--- src/rtl/mem_bus_arbiter.sv ---
// Two-requester arbiter for the unified memory port: picks icache or dcache each
// cycle, tracks the owner of every accepted load tag and routes returns to it.
module mem_bus_arbiter #(
  parameter int NUM_TAGS   = 16,
  parameter int MAX_STARVE = 4
) (
  input  logic                        clock,
  input  logic                        reset,
  input  logic [1:0]                  icache2arb_command,
  input  logic [63:0]                 icache2arb_addr,
  output logic [$clog2(NUM_TAGS)-1:0] arb2icache_response,
  output logic [$clog2(NUM_TAGS)-1:0] arb2icache_tag,
  output logic [63:0]                 arb2icache_data,
  input  logic [1:0]                  dcache2arb_command,
  input  logic [63:0]                 dcache2arb_addr,
  input  logic [63:0]                 dcache2arb_data,
  output logic [$clog2(NUM_TAGS)-1:0] arb2dcache_response,
  output logic [$clog2(NUM_TAGS)-1:0] arb2dcache_tag,
  output logic [63:0]                 arb2dcache_data,
  output logic [1:0]                  proc2mem_command,
  output logic [63:0]                 proc2mem_addr,
  output logic [63:0]                 proc2mem_data,
  input  logic [$clog2(NUM_TAGS)-1:0] mem2proc_response,
  input  logic [63:0]                 mem2proc_data,
  input  logic [$clog2(NUM_TAGS)-1:0] mem2proc_tag,
  output logic                        boost_active,
  output logic                        stray_tag_err
);

  localparam int TW = $clog2(NUM_TAGS);
  localparam int SW = $clog2(MAX_STARVE + 1);
  localparam logic [1:0] BUS_NONE = 2'd0;
  localparam logic [1:0] BUS_LOAD = 2'd1;

  typedef enum logic {PRIO_D, PRIO_I} state_e;

  state_e        state_q, state_d;
  logic [SW-1:0] starve_q, starve_d;
  logic          stray_q, stray_d;
  logic          valid_q [NUM_TAGS];
  logic          owner_q [NUM_TAGS];  // 1 = dcache owns the tag

  logic i_req, d_req, sel_i, granted, i_granted, load_accept, ret_hit;

  always_comb begin
    i_req   = icache2arb_command != BUS_NONE;
    d_req   = dcache2arb_command != BUS_NONE;
    sel_i   = (state_q == PRIO_I) ? i_req : (i_req && !d_req);

    proc2mem_command    = BUS_NONE;
    proc2mem_addr       = '0;
    proc2mem_data       = '0;
    arb2icache_response = '0;
    arb2dcache_response = '0;
    if (!reset) begin
      if (sel_i) begin
        proc2mem_command    = icache2arb_command;
        proc2mem_addr       = icache2arb_addr;
        arb2icache_response = mem2proc_response;
      end else if (d_req) begin
        proc2mem_command    = dcache2arb_command;
        proc2mem_addr       = dcache2arb_addr;
        proc2mem_data       = dcache2arb_data;
        arb2dcache_response = mem2proc_response;
      end
    end

    granted     = !reset && (sel_i || d_req) && (mem2proc_response != '0);
    i_granted   = granted && sel_i;
    load_accept = granted && (proc2mem_command == BUS_LOAD);

    // Routing looks at the table as it stands this cycle, so a tag being
    // reallocated in the same cycle still reaches its previous owner.
    ret_hit        = !reset && (mem2proc_tag != '0) && valid_q[mem2proc_tag];
    arb2icache_tag = (ret_hit && !owner_q[mem2proc_tag]) ? mem2proc_tag : '0;
    arb2dcache_tag = (ret_hit &&  owner_q[mem2proc_tag]) ? mem2proc_tag : '0;
    arb2icache_data = mem2proc_data;
    arb2dcache_data = mem2proc_data;

    stray_d = stray_q | ((mem2proc_tag != '0) && !ret_hit);

    state_d  = state_q;
    starve_d = starve_q;
    if (!i_req || i_granted) begin
      starve_d = '0;
    end else if (starve_q != SW'(MAX_STARVE)) begin
      starve_d = starve_q + 1'b1;
    end

    case (state_q)
      PRIO_D: begin
        if (i_req && !i_granted && starve_q == SW'(MAX_STARVE - 1)) begin
          state_d  = PRIO_I;
          starve_d = '0;
        end
      end
      PRIO_I: begin
        if (i_granted || !i_req) state_d = PRIO_D;
      end
      default: state_d = PRIO_D;
    endcase
  end

  always_ff @(posedge clock or posedge reset) begin
    if (reset) begin
      state_q  <= PRIO_D;
      starve_q <= '0;
      stray_q  <= 1'b0;
    end else begin
      state_q  <= state_d;
      starve_q <= starve_d;
      stray_q  <= stray_d;
    end
  end

  // A new allocation takes precedence over a same-cycle return of that tag.
  for (genvar gi = 0; gi < NUM_TAGS; gi++) begin : g_tag
    always_ff @(posedge clock or posedge reset) begin
      if (reset) begin
        valid_q[gi] <= 1'b0;
        owner_q[gi] <= 1'b0;
      end else if (load_accept && mem2proc_response == TW'(gi)) begin
        valid_q[gi] <= 1'b1;
        owner_q[gi] <= !sel_i;
      end else if (ret_hit && mem2proc_tag == TW'(gi)) begin
        valid_q[gi] <= 1'b0;
      end
    end
  end

  assign boost_active  = (state_q == PRIO_I);
  assign stray_tag_err = stray_q;

endmodule

--- config.mk ---
export PLATFORM = sky130hd
export DESIGN_NAME = mem_bus_arbiter
export DESIGN_NICKNAME = d
export VERILOG_FILES = /design/src/rtl/mem_bus_arbiter.sv
export SDC_FILE = /design/constraint.sdc
export NUM_CORES = 1
export LEC_CHECK = 0
export CORE_AREA = 2 2 214 216
export CTS_CLUSTER_SIZE = 20
export DETAILED_ROUTE_END_ITERATION = 8
export DIE_AREA = 0 0 216 218
export GPL_TIMING_DRIVEN = 0
export SETUP_SLACK_MARGIN = 0.3
export SYNTH_ARGS = -nofsm -noshare
export SYNTH_HDL_FRONTEND = slang
export SYNTH_SLANG_ARGS = --single-unit
--- constraint.sdc ---
create_clock -name clock -period 3.78 [get_ports clock]
set_input_delay 0.378 -clock clock [delete_from_list [all_inputs] [get_ports clock]]
set_output_delay 0.378 -clock clock [all_outputs]
set_load 0.02 [all_outputs]
* After elaboration in Yosys (flattened, before gate mapping)
Cells that the tools add are included.
** Storage, ports and cells
- Bits in registers :: 37
- Input bits :: 270
- Word-level logic and storage cells :: 210
** Cells by class
- $add $sub $neg :: 1
- $lt $le $gt $ge :: 1
- Equal/unequal tests :: 33
- Multiplexer cells :: 62
- Bitwise logic cells :: 3
- Reductions and logical operators :: 75
** Operators with widths (count)
- two-way mux 64 bit :: 6
- == test 4 bit, second input constant :: 16
- logical AND 1 bit :: 44
- two-way mux 1 bit :: 39
- nonzero test 2 bit :: 18
- == test 4 x 3 -> 1 bit, second input constant :: 8
- two-way mux 4 bit :: 7
- == test 4 x 2 -> 1 bit, second input constant :: 4
- two-way mux 3 bit :: 4
- binary-select mux 1 bit (select 4 bit) :: 2
- == test 4 x 1 -> 1 bit, second input constant :: 2
- zero test 4 bit :: 2
- nonzero test 4 bit :: 2
- zero test 1 bit :: 7
- two-way mux 2 bit :: 3
- greater-or-equal comparator 5 bit, second input constant :: 1
- inverter 4 -> 5 bit :: 1
- adder 3 x 1 -> 3 bit, second input constant :: 1
- == test 3 x 2 -> 1 bit, second input constant :: 1
- inequality test 3 bit, second input constant :: 1
- == test 2 x 1 -> 1 bit, second input constant :: 1
- logical OR 1 bit :: 2
- one-hot mux 1 bit (2 select lines) :: 1
- inverter 1 bit :: 1
- bitwise OR 1 bit :: 1

* Longest topological paths before layout
- Word-level depth :: 13
- Gate-level depth with buffers :: 7

* Worst setup path after synthesis
No wires, ideal clock.
- Path type :: input to output
- Start point :: input mem2proc_tag[0]
- End point :: output arb2icache_tag[0]
- Data arrival time :: 1862 ps
- Required time :: 3402 ps
- Path slack :: 1540 ps
- Cell stages on the path :: 5
- Buffers on the path :: 1
- Path through :: buf_4 -> mux4_2 -> mux2i_1 -> mux2i_1 -> a211oi_1
** Between the ends
- Word-level cells in the longest chain between the ends :: 7
- Elaborated cells on any way between the ends :: 13
- Classes of those cells :: mux: 7; bitwise: 1; reduce/logical: 5
** RTL lines
- start, declared :: line 25 : input logic [$clog2(NUM_TAGS)-1:0] mem2proc_tag,
- inverter 4 -> 5 bit (not written as such) :: line 74, 75
- binary-select mux 1 bit (select 4 bit), on equally long branches :: line 74, 75
- two-way mux 1 bit, on equally long branches (2 in a row) :: line 74, 75
- logical AND 1 bit or zero test 1 bit (tied branches) :: line 74, 75
- logical AND 1 bit :: line 75 : arb2icache_tag = (ret_hit && !owner_q[mem2proc_tag]) ? mem2proc_tag : '0;
- two-way mux 4 bit * :: line 75
- end, declared :: line 12 : output logic [$clog2(NUM_TAGS)-1:0] arb2icache_tag,
Every way passes the cells marked *; elsewhere a longest branch is shown, timed or not. The select of a mux whose other input is x is not followed.

* Final worst setup path
- Start point :: input dcache2arb_command[0]
- End point :: output proc2mem_addr[57]
** Between the ends
- Word-level cells in the longest chain between the ends :: 6
- Elaborated cells on any way between the ends :: 7
- Classes of those cells :: mux: 4; reduce/logical: 3
** RTL lines
- start, declared :: line 14 : input logic [1:0] dcache2arb_command,
- nonzero test 2 bit * :: line 47 : d_req = dcache2arb_command != BUS_NONE;
- zero test 1 bit :: line 48 : sel_i = (state_q == PRIO_I) ? i_req : (i_req && !d_req);
- logical AND 1 bit :: line 48
- two-way mux 1 bit :: line 48
- two-way mux 64 bit * :: line 56 : if (sel_i) begin
- two-way mux 64 bit * :: line 55 : if (!reset) begin
- end, declared :: line 21 : output logic [63:0] proc2mem_addr,
Every way passes the cells marked *; elsewhere a longest branch is shown, timed or not.

==> run summary <==
POWER
----------------------------------------------------------------------------------------
Worst VDD drop ............................................................       189 uV
Design Power ..............................................................      3.19 mW
Total power density per cell area .........................................  307 nW/um^2
Leakage power summed over all cells .......................................      4.20 nW

ROUTE
----------------------------------------------------------------------------------------
Number of search-and-repair iterations in the first detailed-routing pass .            4
WL met2 ................................................................... 13300 microns
Highest signal layer in the routed design .................................         met5
Final WL .................................................................. 25800 microns
Remaining antenna violation count .........................................            0
Iter 0 DRT Violations .....................................................          193
Detailed-routing wirelength on met1 ....................................... 10700 microns
Met3 wire len ............................................................. 1660 microns
Wire per inst ............................................................. 15.0 microns
Via count .................................................................         6081
Detail-routed via count per cell ..........................................         3.54
DR DRC count ..............................................................            0

CRITICAL PATH
----------------------------------------------------------------------------------------
Critical Path, Cell by Cell ............................................... clkdlybuf4s50_1, or2_1, a21oi_4, buf_4, buf_2, nand2_1, a21oi_1, clkdlybuf4s50_1
Critical Path Sink Type ...................................................  output port
CP max-delay cell ......................................................... sky130_fd_sc_hd__clkdlybuf4s50_1
Dominant delay contributor by cell family on the critical path ............ buffers and inverters
Required time of the critical path ........................................      3400 ps
Most frequent CP cell ..................................................... sky130_fd_sc_hd__clkdlybuf4s50_1
Max Fanout on Critical Path ...............................................           10
Reg-to-reg setup timing slack .............................................      1880 ps
Arrival time worst endpoint ...............................................      2980 ps
Crit path launch type .....................................................   input port
Count of buffer and inverter cells on the critical path ...................            4
Longest individual stage delay on the worst path ..........................       680 ps
Category of the critical setup timing path ................................ input port to output port

CTS
----------------------------------------------------------------------------------------
Clock latency on the worst-skew pair ......................................       280 ps
CTS Hold Bufs .............................................................            0
H-tree level count ........................................................            2
Root Buffer ............................................................... sky130_fd_sc_hd__clkbuf_16
Sink count of the clock tree ..............................................           37
CTS buffer count ..........................................................            5
Worst-case clock buffer depth .............................................            2
TritonCTS clock tree ......................................................          yes
Clock-pin slew on the worst setup and hold paths ..........................        50 ps

STA
----------------------------------------------------------------------------------------
Final-report hold violation count .........................................            0
RSZ-0062 raised after global routing ......................................         true
Final critical-path setup slack ...........................................       419 ps
Portion of the clock cycle consumed by the worst path in the final layout .        88.9%
Fmax ......................................................................      298 MHz
Worst Max-Slew Pin Slew ...................................................       865 ps
Final Critical Period .....................................................      3360 ps
Max-slew headroom .........................................................        42.3%
Final setup violation count ...............................................            0
Setup Skew ................................................................      1.84 ps
Final max-slew violation count ............................................            0

LAYOUT
----------------------------------------------------------------------------------------
Share of the core filled with cells .......................................        23.1%
Total Nets Final ..........................................................         1391
Total inserted antenna cells ..............................................            0
Number of fill cells in the layout ........................................         4965
Commonest non-fill, non-tap cell in the layout ............................ sky130_fd_sc_hd__clkdlybuf4s50_1
Layout cells sized above 1 ................................................        17.5%
Synthesis-to-finish area growth ...........................................         126%
Highest-count cells in the layout ignoring fill and taps .................. sky130_fd_sc_hd__clkdlybuf4s50_1 (472), sky130_fd_sc_hd__buf_4 (133), sky130_fd_sc_hd__nand2_1 (87)

GLOBAL ROUTING
----------------------------------------------------------------------------------------
Global route overflow .....................................................            0
Initial antenna violation count ...........................................            2
Global routing usage summed across all routing layers .....................        9.81%
Pin count of the biggest net entering global routing ......................           42
First-pass GRT wire length ................................................ 35500 microns
Number of global-route vias before repair .................................         6022

JOB
----------------------------------------------------------------------------------------
MaxCap Viol Count .........................................................            0

DIE
----------------------------------------------------------------------------------------
Starting density of the core ..............................................        10.2%
Floorplan die area ........................................................  47100 sq um
Placeable core region .....................................................  44900 sq um
I/O Pins ..................................................................          546
Die span in x .............................................................  216 microns
Num rows ..................................................................           78
DIE HEIGHT ................................................................  218 microns

SYNTH
----------------------------------------------------------------------------------------
Post-synth top flop ....................................................... sky130_fd_sc_hd__dfrtp_1
Distinct cell type count after synthesis ..................................           47
Fraction of synthesis flops using an asynchronous set or reset pin ........         100%
Synthesized area per cell .................................................   7.27 sq um
Number of warnings printed during yosys synthesis .........................            0
Net count of the mapped netlist ...........................................          903
Seq/Total Area, Yosys .....................................................        20.2%
Share of Yosys cell area claimed by the top area cell type ................        21.3%
Post-synth design cell area ...............................................   4580 sq um
Most area-consuming cells after synthesis ................................. sky130_fd_sc_hd__buf_4 (21%), sky130_fd_sc_hd__dfrtp_1 (20%), sky130_fd_sc_hd__and2_1 (9.7%)
Count of flip-flops with a built-in enable after synthesis ................            0
Library cell occupying the most area in the post-synthesis netlist ........ sky130_fd_sc_hd__buf_4
Post-Synthesis Cells ......................................................          630
Total of flip-flops plus latches after synthesis ..........................           37

PLACED DESIGN
----------------------------------------------------------------------------------------
Dpl ws ....................................................................      -206 ps
Port Buffer Count .........................................................          478
RD Place Congestion .......................................................        0.865
Total half-perimeter wirelength after legalization and detailed placement . 22200 microns

STATUS
----------------------------------------------------------------------------------------
Outcome ................................................................... finished clean

WORST HOLD PATH
----------------------------------------------------------------------------------------
Worst min-delay path class ................................................ input port to asynchronous set/reset pin

-- synth_stat cells (2+ instances only) --
master / number
sky130_fd_sc_hd__mux4_2: 6
sky130_fd_sc_hd__a21oi_1: 68
sky130_fd_sc_hd__ha_1: 3
sky130_fd_sc_hd__o21ai_0: 13
sky130_fd_sc_hd__nand3_1: 66
sky130_fd_sc_hd__a211oi_1: 4
sky130_fd_sc_hd__o31ai_1: 3
sky130_fd_sc_hd__and2_1: 71
sky130_fd_sc_hd__a22oi_1: 2
sky130_fd_sc_hd__clkbuf_1: 28
sky130_fd_sc_hd__buf_2: 7
sky130_fd_sc_hd__clkbuf_8: 2
sky130_fd_sc_hd__mux2_2: 13
sky130_fd_sc_hd__buf_4: 130
sky130_fd_sc_hd__mux2i_1: 9
sky130_fd_sc_hd__buf_6: 2
sky130_fd_sc_hd__and3_1: 5
sky130_fd_sc_hd__buf_1: 3
sky130_fd_sc_hd__mux2_1: 3
sky130_fd_sc_hd__nor2b_1: 6
sky130_fd_sc_hd__inv_1: 9
sky130_fd_sc_hd__nand4_1: 16
sky130_fd_sc_hd__nor2_1: 13
sky130_fd_sc_hd__clkbuf_2: 3
sky130_fd_sc_hd__nand2_1: 87
sky130_fd_sc_hd__dfrtp_1: 37
-- routing by layer --
layer	vias to the layer above	global-route usage, %
li1	2969	-
met1	2819	12.2
met2	273	17.8
met3	16	2.09
met4	4	1.10
met5	-	0
-- metrics by stage --
| stage | cell area, sq um | hold WS [ps] | instances | setup TNS, ps |
|---|---|---|---|---|
| floorplan | 4580 | 425 | 630 | 0 |
| global placement | 10100 | 443 | 1708 | -622 |
| detailed placement | 10100 | 450 | 1708 | -584 |
| CTS | 10400 | 410 | 1719 | 0 |
| global route | 10400 | 469 | 1719 | 0 |
| finish | 10400 | 368 | 1719 | 0 |
-- sequential cells by signal, summed over array words and instances, names as in the netlist --
name,flops
stray_tag_err,1
valid_q,16
starve_q,3
owner_q,16
boost_active,1
-- final cells by class --
cell class,count,area [sq um],share of cell area [%]
timing repair buffer,481,4830,46.5
buffer,175,1210,11.7
clock buffer,6,139,1.34
clock inverter,2,37.5,0.362
multi-input combinational,409,2450,23.6
tap,600,751,7.24
inverter,9,33.8,0.326
sequential,37,926,8.92
-- path summary, 6_finish.rpt --
kind,endpoint,cells past startpoint,startpoint
setup reg to reg,owner_q[11],6,boost_active
setup / recovery,proc2mem_addr[57],8,dcache2arb_command[0]
hold reg to reg,valid_q[15],1,valid_q[15]
max in group asynchronous,owner_q[7],2,reset
min in group clock,valid_q[15],1,valid_q[15]
hold / removal,starve_q[2],2,reset
-- logic make-up after synthesis --
logic type | after synthesis | share of synthesized area [%]
fa+ha+maj | 3 | 0.819
compound gates | 99 | 12.6
buf+inv | 184 | 26.8
simple gates | 275 | 30.5
xor+xnor | 1 | 0.191
mux | 31 | 8.85
flops | 37 | 20.2
-- timing repair --
action                     CTS  global route
setup endpoints to repair  117            59
gates resized for setup     10            20
buffers inserted             3             0
pin swaps                    2             0
-- where the power goes --
part / total [mW] / switching [mW] / internal [mW]
combinational: 2.10 / 1.05 / 1.04
clock: 0.493 / 0.164 / 0.329
sequential: 0.601 / 0.0727 / 0.528
total: 3.19 / 1.29 / 1.90
No activity file was read; power rests on OpenSTA's default activity.
